[config.mk]
export PLATFORM = sky130hd
export DESIGN_NAME = heap_sift_stage
export DESIGN_NICKNAME = d
export VERILOG_FILES = /design/src/rtl/heap_sift_stage.sv
export SDC_FILE = /design/constraint.sdc
export NUM_CORES = 1
export LEC_CHECK = 0
export BUFFER_PORTS_ARGS = -buffer_cell sky130_fd_sc_hd__buf_2
export CORE_UTILIZATION = 30
export CTS_BUF_LIST = sky130_fd_sc_hd__clkbuf_4 sky130_fd_sc_hd__clkbuf_8
export DETAILED_ROUTE_END_ITERATION = 12
export GPL_TIMING_DRIVEN = 0
export PLACE_DENSITY_LB_ADDON = 0.12
export SETUP_SLACK_MARGIN = 0.2
export SYNTH_ARGS = -nofsm -noshare
export SYNTH_HDL_FRONTEND = slang
export SYNTH_SLANG_ARGS = --single-unit
[constraint.sdc]
create_clock -name clk -period 5.45 [get_ports clk]
set_clock_uncertainty 0.05 [all_clocks]
set_input_delay 0 -clock clk [delete_from_list [all_inputs] [get_ports clk]]
set_output_delay 0 -clock clk [all_outputs]
set_load 0.05 [all_outputs]
[src/rtl/heap_sift_stage.sv]
// heap_sift_stage: one level of a pipelined K-ary heap sorter (sift-down node).
// Optional macro HEAP_SIFT_STATS_EN adds keep_cnt/push_cnt outcome counters.
module heap_sift_stage #(
  parameter int unsigned DATA_WIDTH  = 32,
  parameter int unsigned ADDR_WIDTH  = 1,
  parameter int unsigned BRANCH_BITS = 1,
  parameter bit          DESCENDING  = 1'b0,
  parameter bit          LAST_LEVEL  = 1'b0
) (
  input  logic                                  clk,
  input  logic                                  rstn,
  input  logic                                  init,
  output logic                                  init_done,
  input  logic                                  in_valid,
  output logic                                  in_ready,
  input  logic [ADDR_WIDTH-1:0]                 in_addr,
  input  logic [DATA_WIDTH-1:0]                 in_data,
  output logic [ADDR_WIDTH-1:0]                 um_addr,
  output logic [DATA_WIDTH-1:0]                 um_din,
  output logic                                  um_we,
  output logic [ADDR_WIDTH-1:0]                 cm_addr,
  output logic                                  cm_re,
  input  logic [(DATA_WIDTH<<BRANCH_BITS)-1:0]  cm_dout,
  output logic                                  nl_valid,
  output logic [ADDR_WIDTH+BRANCH_BITS-1:0]     nl_addr,
  output logic [DATA_WIDTH-1:0]                 nl_data
`ifdef HEAP_SIFT_STATS_EN
  ,
  output logic [31:0]                           keep_cnt,
  output logic [31:0]                           push_cnt
`endif
);

  localparam int unsigned ARITY = 2 ** BRANCH_BITS;
  localparam logic [ADDR_WIDTH-1:0] LAST_SLOT = {ADDR_WIDTH{1'b1}};
  localparam logic [DATA_WIDTH-1:0] SENTINEL  =
    DESCENDING ? {DATA_WIDTH{1'b0}} : {DATA_WIDTH{1'b1}};

  typedef enum logic [2:0] {
    S_RESET_WAIT = 3'd0,
    S_IDLE       = 3'd1,
    S_CMP        = 3'd2,
    S_GAP        = 3'd3,
    S_INIT       = 3'd4
  } state_t;

  state_t                  r_state;
  state_t                  w_next_state;
  logic [ADDR_WIDTH-1:0]   r_addr;
  logic [DATA_WIDTH-1:0]   r_data;
  logic [ADDR_WIDTH-1:0]   r_init_cnt;
  logic                    r_init_done;
  logic [DATA_WIDTH-1:0]   w_best;
  logic [BRANCH_BITS-1:0]  w_best_idx;
  logic                    w_keep;
  logic                    w_accept;

  // Strict ordering test: a wins over b.
  function automatic logic f_beats(input logic [DATA_WIDTH-1:0] a,
                                   input logic [DATA_WIDTH-1:0] b);
    return DESCENDING ? (a > b) : (a < b);
  endfunction

  // State register.
  always_ff @(posedge clk) begin
    if (!rstn) begin
      r_state <= S_RESET_WAIT;
    end else begin
      r_state <= w_next_state;
    end
  end

  // Next-state logic; init overrides everything, including a token in flight.
  always_comb begin
    w_next_state = r_state;
    if (init) begin
      w_next_state = S_INIT;
    end else begin
      case (r_state)
        S_IDLE:  if (in_valid) w_next_state = S_CMP;
        S_CMP:   w_next_state = S_GAP;
        S_GAP:   w_next_state = S_IDLE;
        S_INIT:  if (r_init_cnt == LAST_SLOT) w_next_state = S_IDLE;
        default: w_next_state = S_RESET_WAIT;
      endcase
    end
  end

  // Lowest-index child that strictly beats every lower-indexed candidate.
  always_comb begin
    w_best     = cm_dout[DATA_WIDTH-1:0];
    w_best_idx = '0;
    for (int unsigned i = 1; i < ARITY; i++) begin
      if (f_beats(cm_dout[i*DATA_WIDTH +: DATA_WIDTH], w_best)) begin
        w_best     = cm_dout[i*DATA_WIDTH +: DATA_WIDTH];
        w_best_idx = BRANCH_BITS'(i);
      end
    end
  end

  assign w_keep = LAST_LEVEL || !f_beats(w_best, r_data);

  // Output logic; memory and next-level ports follow cm_dout in the CMP cycle.
  always_comb begin
    in_ready = 1'b0;
    cm_re    = 1'b0;
    cm_addr  = '0;
    um_we    = 1'b0;
    um_addr  = '0;
    um_din   = '0;
    nl_valid = 1'b0;
    nl_addr  = '0;
    nl_data  = '0;
    w_accept = 1'b0;
    case (r_state)
      S_IDLE: begin
        if (!init) begin
          in_ready = 1'b1;
          if (in_valid) begin
            w_accept = 1'b1;
            cm_re    = !LAST_LEVEL;
            cm_addr  = in_addr;
          end
        end
      end
      S_CMP: begin
        if (!init) begin
          um_we   = 1'b1;
          um_addr = r_addr;
          if (w_keep) begin
            um_din = r_data;
          end else begin
            um_din   = w_best;
            nl_valid = 1'b1;
            nl_addr  = {r_addr, w_best_idx};
            nl_data  = r_data;
          end
        end
      end
      S_INIT: begin
        um_we   = 1'b1;
        um_addr = r_init_cnt;
        um_din  = SENTINEL;
      end
      default: ;
    endcase
  end

  // Token capture, init sweep counter and the done pulse.
  always_ff @(posedge clk) begin
    if (!rstn) begin
      r_addr      <= '0;
      r_data      <= '0;
      r_init_cnt  <= '0;
      r_init_done <= 1'b0;
    end else begin
      r_init_done <= (r_state == S_INIT) && !init && (r_init_cnt == LAST_SLOT);
      if (init) begin
        r_init_cnt <= '0;
      end else if (r_state == S_INIT) begin
        r_init_cnt <= r_init_cnt + ADDR_WIDTH'(1);
      end
      if (w_accept) begin
        r_addr <= in_addr;
        r_data <= in_data;
      end
    end
  end

  assign init_done = r_init_done;

`ifdef HEAP_SIFT_STATS_EN
  // Saturating outcome counters; a dropped token (init in CMP) is not counted.
  always_ff @(posedge clk) begin
    if (!rstn || init) begin
      keep_cnt <= '0;
      push_cnt <= '0;
    end else if (r_state == S_CMP) begin
      if (w_keep) begin
        if (keep_cnt != 32'hFFFF_FFFF) keep_cnt <= keep_cnt + 32'd1;
      end else begin
        if (push_cnt != 32'hFFFF_FFFF) push_cnt <= push_cnt + 32'd1;
      end
    end
  end
`endif

endmodule

=== Word level (Yosys, flattened, before mapping) ===
Cells that the tools add are included.

* Memories kept: 0
* Memory bits (writable): 0
* Input port bits: 101
* Output and inout bits: 73
* Bits in read-only memories: 0
* Register bits after elaboration: 38
* Logic and storage cells: 53
* Latch bits: 0

* Shift-type cells: 0
* Add/sub/neg operators: 1
* Muxes and demuxes: 29
* Bitwise operators: 1
* Reductions and logical operators: 6
* Eq/ne operators: 8
* Div/mod/pow operators: 0
* Multipliers: 0
* Magnitude comparators: 2

{| class="wikitable"
|+ Operators with widths
! operator !! number
|-
| $mux W32 || 6
|-
| $lt A32 B32 Y1 || 2
|-
| $pmux W32 S2 || 1
|-
| $mux W1 || 13
|-
| $pmux W3 S4 || 1
|-
| $mux W3 || 3
|-
| $eq A3 B2 Y1 const B || 2
|-
| $mux W2 || 3
|-
| $ne A3 B3 Y1 const B || 2
|-
| $ne A2 B2 Y1 const B || 2
|-
| $pmux W1 S2 || 2
|-
| $reduce_and A2 Y1 || 2
|-
| $eq A3 B1 Y1 const B || 1
|-
| $eq A3 B3 Y1 const B || 1
|-
| $logic_and A1 B1 Y1 || 2
|-
| $reduce_or A2 Y1 || 1
|-
| $add A1 B1 Y1 const B || 1
|-
| $logic_not A1 Y1 || 1
|-
| $not A1 Y1 || 1
|}

=== Depth between registers and ports, before layout ===
Gate-level depths: netlist (run 1).

* Depth after elaboration: 6
* Gate-level depth with buffers: 20
* Depth with buffers taken out: 16

=== Worst setup path after synthesis (run 1) ===
No wires, ideal clock.

* Path type: input -> output
* From: in cm_dout[15]
* To: out nl_addr[1]
* Path buffers: 3
* Cell stages on the path: 19
* Setup slack: 0.760 ns
* Arrival: 4.640 ns
* Data required time: 5.400 ns
* Cell sequence: inv_1 > ha_1 > nand4_1 > nor2_1 > or4b_1 > a31o_1 > buf_6 > clkbuf_1 > nand3_1 > o21ai_0 > ha_1 > or4_4 > or2_0 > o21ai_2 > a31oi_1 > nor2b_1 > a31oi_1 > clkbuf_1 > nor3b_1

* Word-level cells in the longest chain between the ends: 6

{| class="wikitable"
|+ Ends and longest elaborated chain
! element !! RTL line !! RTL
|-
| start, declared || 23 || <nowiki>input logic [(DATA_WIDTH<<BRANCH_BITS)-1:0] cm_dout,</nowiki>
|-
| $lt A32 B32 Y1 || 61 || <nowiki>return DESCENDING ? (a > b) : (a < b);</nowiki>
|-
| $mux W32 * || 94 || <nowiki>if (f_beats(cm_dout[i*DATA_WIDTH +: DATA_WIDTH], w_best)) begin</nowiki>
|-
| $lt A32 B32 Y1 * || 61 ||
|-
| $mux W2 * || 130 || <nowiki>if (w_keep) begin</nowiki>
|-
| $mux W2 * || 127 || <nowiki>if (!init) begin</nowiki>
|-
| $mux W2 * || 115 || <nowiki>case (r_state)</nowiki>
|-
| end, declared || 25 || <nowiki>output logic [ADDR_WIDTH+BRANCH_BITS-1:0] nl_addr,</nowiki>
|}

Mark *: on every way between the ends. The rest lies on a longest branch, timed or not.

=== Final worst setup path (run 1) ===
* From: in cm_dout[15]
* To: out um_din[12]

* Word-level cells in the longest chain between the ends: 6

{| class="wikitable"
|+ Ends and longest elaborated chain
! element !! RTL line !! RTL
|-
| $lt A32 B32 Y1 || 61 ||
|-
| $mux W32 * || 94 ||
|-
| $lt A32 B32 Y1 || 61 ||
|-
| $mux W32 * || 130 ||
|-
| $mux W32 * || 127 ||
|-
| $pmux W32 S2 * || 115 ||
|-
| end, declared || 19 || <nowiki>output logic [DATA_WIDTH-1:0] um_din,</nowiki>
|}

Marked as above.

==> impl_metrics.py, run 1 <==
metrics = {
    "drt": {
        "drt_wl_total_um": 18400,
        "post_drt_wl_per_cell_um": 18.1,
        "num_vias": 5435,
        "avgViaCountPerCell": 5.35,
        "first_iter_violations": 397,
        "drt_pass1_iterations": 9,
        "drc_errors": 13,
        "postRouteAntennaNets": 0,
    },
    "timing": {
        "finalSetupViolCount": 0,
        "tns_ns": 0,
        "rsz0062_at_grt": "false",
        "hold_viol": 0,
        "drv_slew": 0,
        "fmax_mhz": 199,
        "layout_min_cycle_time_ns": 5.03,
        "fin_crit_sh_pct": 92.2,
        "max-slew-margin-rel_pct": 48.4,
        "worst_pin_slew_ns": 0.774,
    },
    "global_route": {
        "grt_first_pass_wirelength_um": 28900,
        "antenna_found_initial": 1,
        "grtUsageTotal_pct": 23.7,
        "grt_max_degree": 13,
        "overflow": 0,
        "grt_pass1_vias": 5328,
    },
    "status": {
        "status": "finished, violations left",
        "violations": "design-rule violations",
    },
    "critical_path": {
        "cp_max_fo": 10,
        "cpPeakStageDelay_ns": 0.53,
        "end_kind": "output pin",
        "cp.required_ns": 5.40,
        "critPathLaunchType": "primary input",
        "crit_arrival_ns": 4.98,
        "critPathKind": "in2out",
        "slowest_stage": "or4_4",
        "cp_cell_sequence": "buf_2 -> inv_1 -> ha_1 -> nand4_1 -> nor2_1 -> or4b_1 -> a31o_1 -> buf_6 -> clkbuf_1 -> nand3_1 -> o21ai_0 -> ha_1 -> or4_4 -> or2_0 -> o21ai_2 -> nand3_2 -> or4_4 -> a41oi_4 -> buf_6 -> o221a_1 -> buf_2",
    },
    "layout": {
        "nNetsFinal": 994,
        "layout-drive-gt1-share_pct": 29.0,
        "antenna_cells": 0,
        "fin_cells": 1016,
        "syn2layout_area_growth_pct": 36.1,
        "fillers": 1546,
    },
    "die": {
        "io_pins": 174,
        "num_rows": 44,
        "die_h_um": 125,
        "core-area_um2": 14700,
        "start_util_pct": 31.1,
        "die_x_um": 125,
        "die_area_um2": 15700,
    },
    "cts": {
        "cts_tree": "done",
        "root_buffer": "clkbuf_8",
        "clkTransAtPathRegs_ns": 0.08,
        "cts.path.max_buffers": 2,
        "cts_sinks": 38,
        "cts_max_level": 2,
        "numCtsBuffers": 5,
        "clk_latency_ns": 0.33,
    },
    "power": {
        "leakage_nw": 2.67,
        "ir_drop_v": 0.0000800,
        "cellPowerDensity_nw_per_um2": 179,
    },
    "synth": {
        "synthFlopType": "dfxtp_1",
        "ys_warn_count": 0,
        "synthArstFlopShare_pct": 0,
        "syn_area_um2": 4570,
        "syn_avg_cell_area_um2": 7.51,
        "synth-edff-count": 0,
        "yosysSeqAreaShare_pct": 16.6,
        "syn_nets": 772,
        "yosysUniqueCellTypes": 51,
        "synthCells": 609,
        "ys_ff_latch": 38,
    },
    "place": {
        "dpl.cell_count": 966,
        "place_congestion": 0.872,
        "hpwl_um": 14700,
        "io_buffers": 173,
    },
    "run": {
        "max_cap_violations": 0,
    },
    "worst_hold_path": {
        "hp-class": "in2reg",
    },
}
==> final cells by class <==
cell class | count | area, um2 | area share (%)
Clock inverter | 2 | 12.5 | 0.201
Inverter | 67 | 251 | 4.04
Sequential cell | 38 | 761 | 12.2
Buffer | 45 | 239 | 3.84
Tap cell | 184 | 230 | 3.70
Timing Repair Buffer | 215 | 1280 | 20.6
Clock buffer | 6 | 82.6 | 1.33
Multi-Input combinational cell | 459 | 3360 | 54.0
==> cell families (layout without fill, tap and decap cells) <==
group	count (synthesis)	after routing	synth area share, %
and+or+nand+nor	203	203	24.4
adders and majority gates	62	62	17.0
buffers and inverters	112	335	10.5
AOI/OAI and AO/OA	194	194	31.5
DFF	38	38	16.6
==> through the flow <==
| step | worst slack, ns | area, um2 | utilization, % | total power [mW] | hold WS (ns) |
|---|---|---|---|---|---|
| floorplan | 0.760 | 4570 | - | 0.691 | 0.0739 |
| global placement | -0.0625 | 5670 | 38.6 | 0.867 | 0.205 |
| detailed placement | -0.00362 | 5670 | 38.6 | 0.873 | 0.213 |
| CTS | 0.214 | 6190 | 42.1 | 1.12 | 0.406 |
| global route | 0.183 | 6220 | 42.3 | 1.19 | 0.435 |
| finish | 0.424 | 6220 | 42.3 | 1.12 | 0.419 |
==> worst max-delay path, delay by kind of cell <==
kind	cells	cell delay, ns
buffers and inverters	6	1.05
adder cells (fa/ha/maj)	2	0.52
AO/OA/AOI/OAI	5	1.09
AND/OR/NAND/NOR	8	2.33
==> layer usage <==
| metal | routed length, um | share of wire [%] | track usage [%] |
|---|---|---|---|
| met3 | 1300 | 7.1 | 4.58 |
| met5 | 13 | 0.071 | 0 |
| met4 | 294 | 1.6 | 6.10 |
| met1 | 8380 | 45 | 31.3 |
| met2 | 8430 | 46 | 39.4 |
==> synthesized netlist by cell type (2+ instances only) <==
| master | count | area, um2 |
|---|---|---|
| o211ai_1 | 35 | 263 |
| buf_6 | 7 | 78.8 |
| a21oi_1 | 20 | 100 |
| buf_1 | 7 | 26.3 |
| nor2b_1 | 2 | 12.5 |
| a21o_1 | 4 | 30.0 |
| buf_4 | 2 | 15.0 |
| a211oi_1 | 6 | 45.0 |
| nor3_1 | 6 | 30.0 |
| nand4_1 | 13 | 81.3 |
| or4_4 | 2 | 22.5 |
| clkbuf_1 | 29 | 109 |
| nand3_1 | 34 | 170 |
| o21a_1 | 4 | 30.0 |
| o221a_1 | 30 | 338 |
| and3_1 | 2 | 12.5 |
| a21boi_0 | 32 | 240 |
| nor2_1 | 19 | 71.3 |
| dfxtp_1 | 38 | 761 |
| inv_1 | 67 | 251 |
| o21ai_0 | 45 | 225 |
| ha_1 | 62 | 776 |
| nor3_2 | 29 | 290 |
| a31oi_1 | 4 | 25.0 |
| nor4_1 | 2 | 12.5 |
| nand2b_1 | 7 | 43.8 |
| nor3b_1 | 2 | 15.0 |
| nand2_1 | 76 | 285 |
==> cell usage in the layout (no fill, tap or decap), drive strengths merged, types with 2 or more instances in the layout <==
| cell type | synthesis | routed |
|---|---|---|
| nand2 | 76 | 76 |
| nor3b | 2 | 2 |
| nor2b | 2 | 2 |
| o21a | 4 | 4 |
| or2 | 2 | 2 |
| o211ai | 35 | 35 |
| dfxtp | 38 | 38 |
| nand2b | 7 | 7 |
| or4 | 2 | 2 |
| o221a | 31 | 31 |
| buf | 16 | 188 |
| and3 | 2 | 2 |
| a211oi | 6 | 6 |
| ha | 62 | 62 |
| a31oi | 5 | 5 |
| a31o | 2 | 2 |
| o21ai | 47 | 47 |
| inv | 67 | 67 |
| dlygate4sd3 | 0 | 41 |
| nor4 | 2 | 2 |
| a21boi | 32 | 32 |
| and2 | 2 | 2 |
| a21oi | 20 | 20 |
| nor2 | 19 | 19 |
| nand4 | 13 | 13 |
| nor3 | 35 | 35 |
| a21o | 4 | 4 |
| clkbuf | 29 | 37 |
| nand3 | 35 | 35 |
==> power breakdown <==
part / internal (mW) / leakage [nW] / switching, mW
Sequential: 0.279 / 0.306 / 0.00128
Combinational: 0.215 / 2.32 / 0.400
Clock: 0.102 / 0.0472 / 0.120
Total: 0.596 / 2.67 / 0.520
==> worst paths after layout <==
path / from / end / slack, ns / cells past startpoint
max: cm_dout[15] / um_din[12] / 0.42 / 21
min: in_data[25] / r_data[25]$_SDFFE_PN0P_ / 0.42 / 4
max reg2reg: r_state[0]$_SDFFE_PP0P_ / r_data[10]$_SDFFE_PN0P_ / 2.57 / 8
min reg2reg: r_data[4]$_SDFFE_PN0P_ / r_data[4]$_SDFFE_PN0P_ / 0.44 / 2
==> what timing repair did <==
item / in CTS / in global routing
gates resized for setup: 4 / 13
hold buffers: 41 / 0
pin swaps: 0 / 2
hold endpoints to repair: 38 / 0
endpoints found under the setup margin: 23 / 66
buffers inserted: 0 / 1
==> state kept, by name (all words and copies together), names as in the netlist <==
name,count
init_done,1
r_data,32
r_init_cnt,1
r_addr,1
r_state,3
Power figures use the tool's default switching activity.
==> run 2, diff against run 1 <==
CORE_MARGIN = 5   (was unset)
==> impl_metrics.py, run 2 (synthesis results as in run 1) <==
metrics = {
    "status": {
        "status": "complete, no violations",
    },
    "layout": {
        "antenna_cells": 0,
        "top_regs": "r_data x32, r_state x3",
        "layout-drive-gt1-share_pct": 29.2,
        "fin_cells": 1017,
        "final_common_cell": "buf_2",
        "most-common-layout-cells": "buf_2 (171), nand2_1 (76), inv_1 (67)",
        "final_util_pct": 41.4,
        "regMostFlops": "r_data",
        "largest_reg_flops": 32,
        "fin_area_um2": 6250,
        "nNetsFinal": 992,
        "syn2layout_area_growth_pct": 36.7,
    },
    "drt": {
        "num_vias": 5326,
        "postRouteAntennaNets": 0,
        "drc_errors": 0,
        "drt_pass1_iterations": 5,
        "drt_wl_total_um": 18500,
        "first_iter_violations": 211,
        "avgViaCountPerCell": 5.24,
        "post_drt_wl_per_cell_um": 18.1,
    },
    "timing": {
        "fmax_mhz": 202,
        "fin_crit_sh_pct": 90.8,
        "worst_pin_slew_ns": 0.719,
        "drv_slew": 0,
        "finalSetupViolCount": 0,
        "hold_viol": 0,
        "rsz0062_at_grt": "false",
        "whs_ns": 0.0265,
        "layout_min_cycle_time_ns": 4.95,
        "max-slew-margin-rel_pct": 52.1,
    },
    "critical_path": {
        "cp_max_fo": 10,
        "critPathLaunchType": "primary input",
        "critPathKind": "in2out",
        "cp.required_ns": 5.40,
        "crit_arrival_ns": 4.90,
        "end_kind": "output pin",
    },
    "cts": {
        "clkTransAtPathRegs_ns": 0.08,
        "numCtsBuffers": 5,
        "clk_latency_ns": 0.32,
        "cts_sinks": 38,
        "cts_tree": "done",
        "root_buffer": "clkbuf_8",
        "cts.path.max_buffers": 2,
        "cts_max_level": 2,
    },
    "worst_hold_path": {
        "hp-class": "in2reg",
    },
    "run": {
        "max_cap_violations": 0,
    },
    "power": {
        "leakage_nw": 2.69,
        "power_mw": 1.15,
        "ir_drop_v": 0.000131,
        "cellPowerDensity_nw_per_um2": 184,
    },
    "die": {
        "die_h_um": 133,
        "die_area_um2": 17800,
        "core-area_um2": 15100,
        "start_util_pct": 30.3,
        "die_x_um": 133,
        "num_rows": 45,
        "io_pins": 174,
    },
    "place": {
        "post_dp_cell_area_um2": 5670,
        "io_buffers": 173,
        "hpwl_um": 15200,
        "place_congestion": 0.873,
        "dpl.cell_count": 970,
    },
    "global_route": {
        "grt_max_degree": 12,
        "grt_pass1_vias": 5526,
        "antenna_found_initial": 0,
        "grt_first_pass_wirelength_um": 29000,
        "overflow": 0,
        "grtUsageTotal_pct": 20.5,
    },
}
run 2: changes by cell type in the layout (fill, tap and decap cells not counted), sizes merged:
cell	delta
clkbuf	+2
dlygate4sd3	-1
bufinv	+1
buf	-3
clkinv	-1
clkinvlp	-1
run 2: worst paths after layout:
kind,endpoint,startpoint,cells after the start,slack [ns]
worst min-delay path,r_init_cnt$_SDFFE_PP0N_,rstn,3,0.03
worst min register to register,r_data[5]$_SDFFE_PN0P_,r_data[5]$_SDFFE_PN0P_,2,0.44
worst max register to register,r_data[31]$_SDFFE_PN0P_,r_state[0]$_SDFFE_PP0P_,8,2.47
worst max-delay path,um_din[11],cm_dout[27],22,0.50
run 2: cell type report:
type,instances,area [um2]
Tap cell,188,235
Clock buffer,6,82.6
Clock inverter,1,30.0
Inverter,67,251
Timing Repair Buffer,213,1270
Multi-Input combinational cell,459,3380
Sequential cell,38,761
Fill cell,1648,8840
Buffer,45,241
run 2: per-layer routing:
metal  wire (um)  global-route usage [%]  part of all wire, %
met1        8370                    26.2                   45
met4         441                    6.23                  2.4
met3        1380                    5.36                  7.5
met2        8260                    34.0                   45
met5           0                       0                    0
run 2: worst max-delay path: stages:
cell      delay [ns]
buf_2           0.08
inv_1           0.05
ha_1            0.32
nand4_1         0.19
nor4_4          0.38
nand4_1         0.26
a31o_1          0.26
buf_6           0.13
clkbuf_2        0.23
nand3_1         0.16
o21ai_0         0.10
ha_1            0.33
nand4_1         0.23
nor4_4          0.39
o21ai_0         0.17
a31oi_2         0.30
nor2b_1         0.12
a31oi_1         0.23
buf_4           0.25
buf_6           0.18
o221a_1         0.27
clkbuf_4        0.26
run 2: where the power goes:
group | switching [mW] | internal (mW) | total [mW] | leakage, nW
Sequential | 0.00127 | 0.279 | 0.280 | 0.306
Combinational | 0.396 | 0.215 | 0.611 | 2.33
Clock | 0.111 | 0.147 | 0.257 | 0.0573
run 2: repair_timing:
action | 4_1_cts | 5_1_grt
cloned | 0 | 0
buffers inserted | 0 | 0
endpoints found under the setup margin | 56 | 66
pin swaps | 0 | 1
hold endpoints to repair | 38 | 0
resized for setup | 5 | 20
hold buffers | 40 | 0
run 2: stage by stage:
step	TNS [ns]	setup WS [ns]
after global placement	-1.09	-0.119
final	0	0.503
after floorplan	0	0.760
after global routing	0	0.180
after CTS	0	0.228
after detailed placement	-1.70	-0.137
